--- src/rtl/step_sequencer.sv ---
// step_sequencer: tempo-divided multi-channel step sequencer with writable per-channel patterns
// Ports: clk, reset (sync, active-high), run (level), tick_div (clocks per step, 0 acts as 1),
//   pat_we/pat_ch/pat_data (pattern write, out-of-range channel ignored), step, step_onehot,
//   step_stb (1-cycle step start pulse), trig (per-channel pulse on pattern hit), running.
// Optional SEQ_GATE_EN: adds gate_len input and gate output (per-channel gate of clamp(gate_len,1,div) cycles).
module step_sequencer #(
  parameter int STEPS = 16,
  parameter int CHANNELS = 4,
  parameter int DIV_W = 16,
  localparam int STEP_W = $clog2(STEPS),
  localparam int CH_W = CHANNELS > 1 ? $clog2(CHANNELS) : 1
) (
  input  logic                clk,
  input  logic                reset,
  input  logic                run,
  input  logic [DIV_W-1:0]    tick_div,
  input  logic                pat_we,
  input  logic [CH_W-1:0]     pat_ch,
  input  logic [STEPS-1:0]    pat_data,
`ifdef SEQ_GATE_EN
  input  logic [DIV_W-1:0]    gate_len,
  output logic [CHANNELS-1:0] gate,
`endif
  output logic [STEP_W-1:0]   step,
  output logic [STEPS-1:0]    step_onehot,
  output logic                step_stb,
  output logic [CHANNELS-1:0] trig,
  output logic                running
);
  typedef enum logic {IDLE, RUN} state_t;
  state_t state, state_n;
  logic [STEPS-1:0] pattern [CHANNELS];
  logic [DIV_W-1:0] cnt, div_q, div_n;
  logic [STEP_W-1:0] step_n;
  logic [CHANNELS-1:0] trig_n;
  logic armed, fire, wr_ok;
  // armed marks the first step after entering RUN, which must land on step 0 one cycle later
  always_comb begin
    state_n = run ? RUN : IDLE;
    fire = state == RUN && run && (armed || cnt == div_q - DIV_W'(1));
    div_n = tick_div == '0 ? DIV_W'(1) : tick_div;
    step_n = armed || step == STEP_W'(STEPS - 1) ? '0 : step + STEP_W'(1);
    trig_n = '0;
    for (int c = 0; c < CHANNELS; c++) trig_n[c] = pattern[c][step_n];
  end
  assign wr_ok = pat_we && {1'b0, pat_ch} < (CH_W + 1)'(CHANNELS);
  assign running = state == RUN;
  assign step_onehot = running ? STEPS'(1) << step : '0;
  always_ff @(posedge clk) begin
    if (reset) begin
      state <= IDLE;
      step <= '0;
      cnt <= '0;
      div_q <= '0;
      armed <= 1'b1;
      step_stb <= 1'b0;
      trig <= '0;
      for (int c = 0; c < CHANNELS; c++) pattern[c] <= '0;
    end else begin
      state <= state_n;
      step_stb <= fire;
      trig <= fire ? trig_n : '0;
      if (wr_ok) pattern[pat_ch] <= pat_data;
      if (state_n == IDLE) begin
        step <= '0;
        cnt <= '0;
        div_q <= '0;
        armed <= 1'b1;
      end else if (fire) begin
        step <= step_n;
        cnt <= '0;
        div_q <= div_n;
        armed <= 1'b0;
      end else begin
        cnt <= cnt + DIV_W'(1);
      end
    end
  end
`ifdef SEQ_GATE_EN
  logic [DIV_W-1:0] rem [CHANNELS];
  logic [DIV_W-1:0] g_n;
  // gate length is clamped against the period latched by the same strobe
  assign g_n = gate_len == '0 ? DIV_W'(1) : gate_len > div_n ? div_n : gate_len;
  always_ff @(posedge clk) begin
    for (int c = 0; c < CHANNELS; c++)
      rem[c] <= reset || state_n == IDLE ? '0 : fire && trig_n[c] ? g_n : rem[c] != '0 ? rem[c] - DIV_W'(1) : '0;
  end
  always_comb begin
    gate = '0;
    for (int c = 0; c < CHANNELS; c++) gate[c] = rem[c] != '0;
  end
`endif
endmodule

--- config.mk ---
export PLATFORM = sky130hd
export DESIGN_NAME = step_sequencer
export DESIGN_NICKNAME = d
export VERILOG_FILES = /design/src/rtl/step_sequencer.sv
export SDC_FILE = /design/constraint.sdc
export NUM_CORES = 1
export LEC_CHECK = 0
export CAP_MARGIN = 0
export CORE_MARGIN = 4
export CORE_UTILIZATION = 55
export CTS_CLUSTER_DIAMETER = 120
export DETAILED_ROUTE_END_ITERATION = 12
export DONT_BUFFER_PORTS = 1
export GPL_ROUTABILITY_DRIVEN = 0
export PLACE_DENSITY = 0.75
export SYNTH_ARGS = -nofsm -noshare
export SYNTH_HDL_FRONTEND = slang
export SYNTH_SLANG_ARGS = --single-unit
--- constraint.sdc ---
create_clock -name clk -period 4.02 [get_ports clk]
set_clock_uncertainty 0.05 [all_clocks]
set_input_delay 1.206 -clock clk [delete_from_list [all_inputs] [get_ports clk]]
set_output_delay 1.206 -clock clk [all_outputs]
set_load 0.1 [all_outputs]
=== Yosys cells after proc, flatten, opt, wreduce, memory -nomap -nowiden ===
Memories as Yosys holds them, arrays and structs flattened.
Cells that the tools add are included.

* Add/sub/neg operators: 3
* $lt $le $gt $ge: 1
* Equality and inequality tests: 2
* Shifts and indexed selects: 1
* Multiplexer cells: 20
* Bitwise logic cells: 2
* Reduce and logical (&&, ||, !) cells: 9

{| class="wikitable"
|+ Operator list
! kind !! count
|-
| 16-bit two-way mux || 3
|-
| 16-bit by 1-bit adder with 16-bit output (second input constant) || 1
|-
| 1-bit binary-select mux with 4-bit select || 4
|-
| 16-bit equality test || 1
|-
| 16-bit zero test || 1
|-
| 16-bit OR reduction || 1
|-
| 1-bit by 4-bit left shift with 16-bit output (first input constant) || 1
|-
| 16-bit by 1-bit subtractor with 16-bit output (second input constant) || 1
|-
| 1-bit two-way mux || 11
|-
| 4-bit by 5-bit less-than comparator with 1-bit output (second input constant) || 1
|-
| 4-bit by 1-bit adder with 4-bit output (second input constant) || 1
|-
| 4-bit equality test (second input constant) || 1
|-
| 4-bit two-way mux || 1
|-
| 2-bit OR reduction || 2
|-
| 3-bit OR reduction || 1
|-
| 1-bit logical AND || 2
|-
| 1-bit logical OR || 2
|-
| 2-bit two-way mux || 1
|-
| 1-bit NOT || 2
|}

* Register bits after elaboration: 43
* Memory bits (writable): 64
* Input port bits: 38
* Output and inout bits: 26
* Logic and storage cells: 46
* Memories kept: 1

{| class="wikitable"
|+ Memories
! memory !! words !! bits a word !! read ports !! clocked after Yosys merged registers in !! wr ports !! line !! RTL
|-
| pattern || 4 || 16 || 4 || 0 || 4 || 32 || <nowiki>logic [STEPS-1:0] pattern [CHANNELS];</nowiki>
|}

=== Logic depth before layout (Yosys ltp) ===
* Depth in word-level cells: 6
* Mapped depth: 11
* Mapped depth without buffers: 9

=== Worst setup path after synthesis ===
Ideal clock, no wire load.

* Path type: reg-to-output
* From: reg step[1]
* To: out step_onehot[2]
* Data arrival time: 3.423 ns
* Data required time: 2.764 ns
* Slack: -0.659 ns
* Stages on the path, launching flop included: 4
* Path buffers: 0
* Cell sequence: dfxtp_1 -> ha_1 -> nand2_1 -> nor3_1

* Word-level cells in the longest chain between the ends: 2

{| class="wikitable"
|+ RTL lines
! item !! line !! RTL
|-
| start, declared || 24 || <nowiki>output logic [STEP_W-1:0] step,</nowiki>
|-
| start signal, assigned || 70 || <nowiki>step <= step_n;</nowiki>
|-
| 1-bit by 4-bit left shift with 16-bit output || 48 || <nowiki>assign step_onehot = running ? STEPS'(1) << step : '0;</nowiki>
|-
| 16-bit two-way mux || 48 ||
|-
| end, declared || 25 || <nowiki>output logic [STEPS-1:0] step_onehot,</nowiki>
|}

No other way between the ends.

=== Final worst setup path ===
* From: reg step[0]
* To: out step_onehot[11]

Same word-level chain as after synthesis.

==> key figures <==
Timing
  – Post-layout min period: 3.29 ns
  – Worst setup margin: 0.731 ns
  – Max_slew headroom: 36.7%
  – Slew @ Worst Pin: 0.948 ns
  – Final worst-path cycle share: 81.8%
  – Slew Viols, Final: 0
  – Max Freq: 0.304 GHz
  – RSZ-0062 raised after global routing: no
  – Final Hold Viols: 0
  – Setup-failing EPs final: 0

Clock tree
  – Root Buffer: clkbuf_8
  – Latest clock arrival within the worst-skew pair: 0.38 ns
  – Number of post-CTS setup repair buffers: 0
  – Worst-path clk slew: 0.10 ns
  – Hold buffers post-CTS: 0
  – Htree depth: 3
  – CTS resizes: 0
  – Max clock buf depth: 2
  – CTS tree: yes
  – TritonCTS Buffers: 9
  – Num Clock Sinks: 107

Die
  – Chip height: 106 microns
  – Initial Util: 57.0%
  – DIE AREA: 0.0113 sq mm
  – Core box area: 0.00928 sq mm
  – Boundary Pins: 64
  – Die X: 106 microns
  – Site Rows: 35

Placement
  – Dpl cells: 654
  – Input/output buffers: 0
  – HPWL after DPL: 8410 microns
  – Pre-CTS WS: 1.07 ns

Synthesis
  – Sequential share of the synthesized area: 52.6%
  – Most common flop cell mapped by yosys: edfxtp_1
  – Number of flops mapped to enable cells by yosys: 64
  – Warnings from Yosys: 0
  – Post-Syn Area per Cell: 10.1 sq um
  – Synth area leader: edfxtp_1
  – Mapped cell area: 0.00529 sq mm
  – Yosys reg bits: 107
  – Top cells by count, synth: and2_1, edfxtp_1, nand2_1
  – Synthesized Nets: 568
  – Top-count cell post-synth: and2_1
  – Cells after Synth: 522
  – Top post-synthesis cells by area: edfxtp_1, dfxtp_1, and2_1, nand2_1, xnor2_1
  – Netlist cell types: 54
  – Post-synth top area share: 36.3%
  – Async set-reset flop share out of synthesis: 0%

Detailed routing
  – Met3 WL: 758 microns
  – Met2 wire len: 6060 microns
  – Routed metal-1 wirelength: 4770 microns
  – Uppermost layer routed: met4
  – Post-route DRC: 0
  – Avg Vias per Cell: 5.89
  – Via count: 3947
  – Detail Route Antenna Nets: 0
  – WL final: 11900 microns
  – Post-DR wirelength/cell: 17.8 microns
  – DRT iter0 DRCs: 360
  – First-pass detailed-route iteration total: 5

GRT
  – Initial antenna violation count: 0
  – Vias in the first global route: 4001
  – GRT Total Usage: 22.0%
  – Aggregate global routing overflow: 0
  – First-pass GRT wire length: 19600 microns
  – Largest net degree at the start of global routing: 34

Status
  – Outcome: completed

Finish
  – Non-Filler Instances: 670
  – Layout cells sized above 1: 13.7%
  – Nets: 582
  – Reg area: 0.00278 sq mm
  – Area Growth Syn to Fin: 9.70%
  – Multi-input combinational cell area: 0.00241 sq mm
  – N_diodes: 0
  – Layout filler cell count: 798

Pwr
  – Pwr dens: 352 mW/mm^2
  – P_int: 0.00152 W
  – Clock share of power: 30.7%
  – Comb power frac: 8.1%
  – Sw Share: 25.6%
  – Switch Pwr: 0.000523 W
  – Seq pwr share: 61.2%
  – Static Leakage: 2.05 nW
  – Tot Pwr: 0.00204 W
  – Worst VDD drop: 0.248 mV

Worst setup path
  – Slowest Stage Delay on Critical Path: 0.64 ns
  – Arr. time, crit path: 2.03 ns
  – Critical Path Start Type: flip-flop
  – Worst-path cell chain: ha_1, ha_1, and3_1, buf_4
  – Most common cell on crit path: ha_1
  – Setup CP Type: reg2out
  – Req. time, crit path: 2.76 ns
  – Critical-path top delay cell: dfxtp_2
  – Endpoint class of the critical path: primary output
  – Crit Path Max Fanout: 22

Worst hold path
  – Hold Path Class: reg2reg

Flow run
  – Max-cap violations: 0
## critical path: cells and delay by family (launching register included)
kind                       cells  cell delay, ns
DFF                            1            0.64
and+or+nand+nor                1            0.16
adders and majority gates      2            0.56
buffers and inverters          1            0.29
## power groups by stage
stage | registers [W] | logic, W | clock network [W]
after floorplan | 0.00127 | 0.000126 | 0
after global placement | 0.00127 | 0.000160 | 0
after detailed placement | 0.00127 | 0.000164 | 0
after CTS | 0.00125 | 0.000166 | 0.000640
after global routing | 0.00125 | 0.000183 | 0.000680
final | 0.00125 | 0.000166 | 0.000627
## kinds of logic after synthesis
logic type               synth area share, %
AND/OR/NAND/NOR                         24.1
XOR/XNOR                                6.08
buffers and inverters                   3.00
flip-flops                              52.6
multiplexers                           0.189
AO/OA/AOI/OAI                           12.1
adder cells (fa/ha/maj)                 1.89
## metrics by stage
stage	TNS [ns]	utilization, %	cell area [sq um]	hold slack, ns
2_1_floorplan	-0.109	-	5310	0.399
3_3_place_gp	0	60.5	5620	0.420
3_5_place_dp	0	60.5	5620	0.441
4_1_cts	0	62.5	5800	0.457
5_1_grt	0	62.5	5800	0.484
6_report	0	62.5	5800	0.453
## path summary, 6_finish.rpt
check / startpoint / endpoint / slack [ns] / depth (start not counted)
worst max register to register: div_q[0]$_SDFFE_PP0P_ / step[0]$_SDFFE_PP0P_ / 1.02 / 10
worst min register to register: cnt[0]$_SDFF_PP0_ / cnt[0]$_SDFF_PP0_ / 0.45 / 1
worst min-delay path: cnt[0]$_SDFF_PP0_ / cnt[0]$_SDFF_PP0_ / 0.45 / 1
worst max-delay path: step[0]$_SDFFE_PP0P_ / step_onehot[11] / 0.73 / 4
## sequential cells by signal (all words and copies together) (netlist names)
register	flops
armed	1
cnt	16
div_q	16
pattern	64
running	1
step	4
step_stb	1
trig	4
## placed cells by master, fill, tap and decap left out, drive strengths merged, types with 2 or more instances in the layout
cell     n
a31o     4
o31ai    2
nor3b    4
dfxtp   43
inv     16
and3b    2
nor2    41
a32oi    8
nor3    14
o21bai   2
xor2    16
o22ai   18
edfxtp  64
buf     30
a211oi   3
a31oi    7
a32o     8
o21ai   19
nor4b    2
ha       8
nand2b   4
xnor2   18
nor4     6
nand4    3
nand3   26
a21oi    3
and2    65
nand2   62
clkbuf   9
or2      4
or3      3
and3     9
## layer usage
metal  global-route usage (%)  up-vias
met2                     38.6      138
met5                        0        -
li1                         -     1889
met1                     26.4     1890
met3                     5.04       30
met4                     8.14        0
## layout make-up
type	count	area share [%]
Clock buffer	9	2.13
Clock inverter	7	1.03
Multi-Input combinational cell	377	41.5
Sequential cell	107	48.0
Timing Repair Buffer	30	3.88
Inverter	11	0.712
Tap cell	129	2.78
Note: power is estimated with default switching activity, not from simulation.
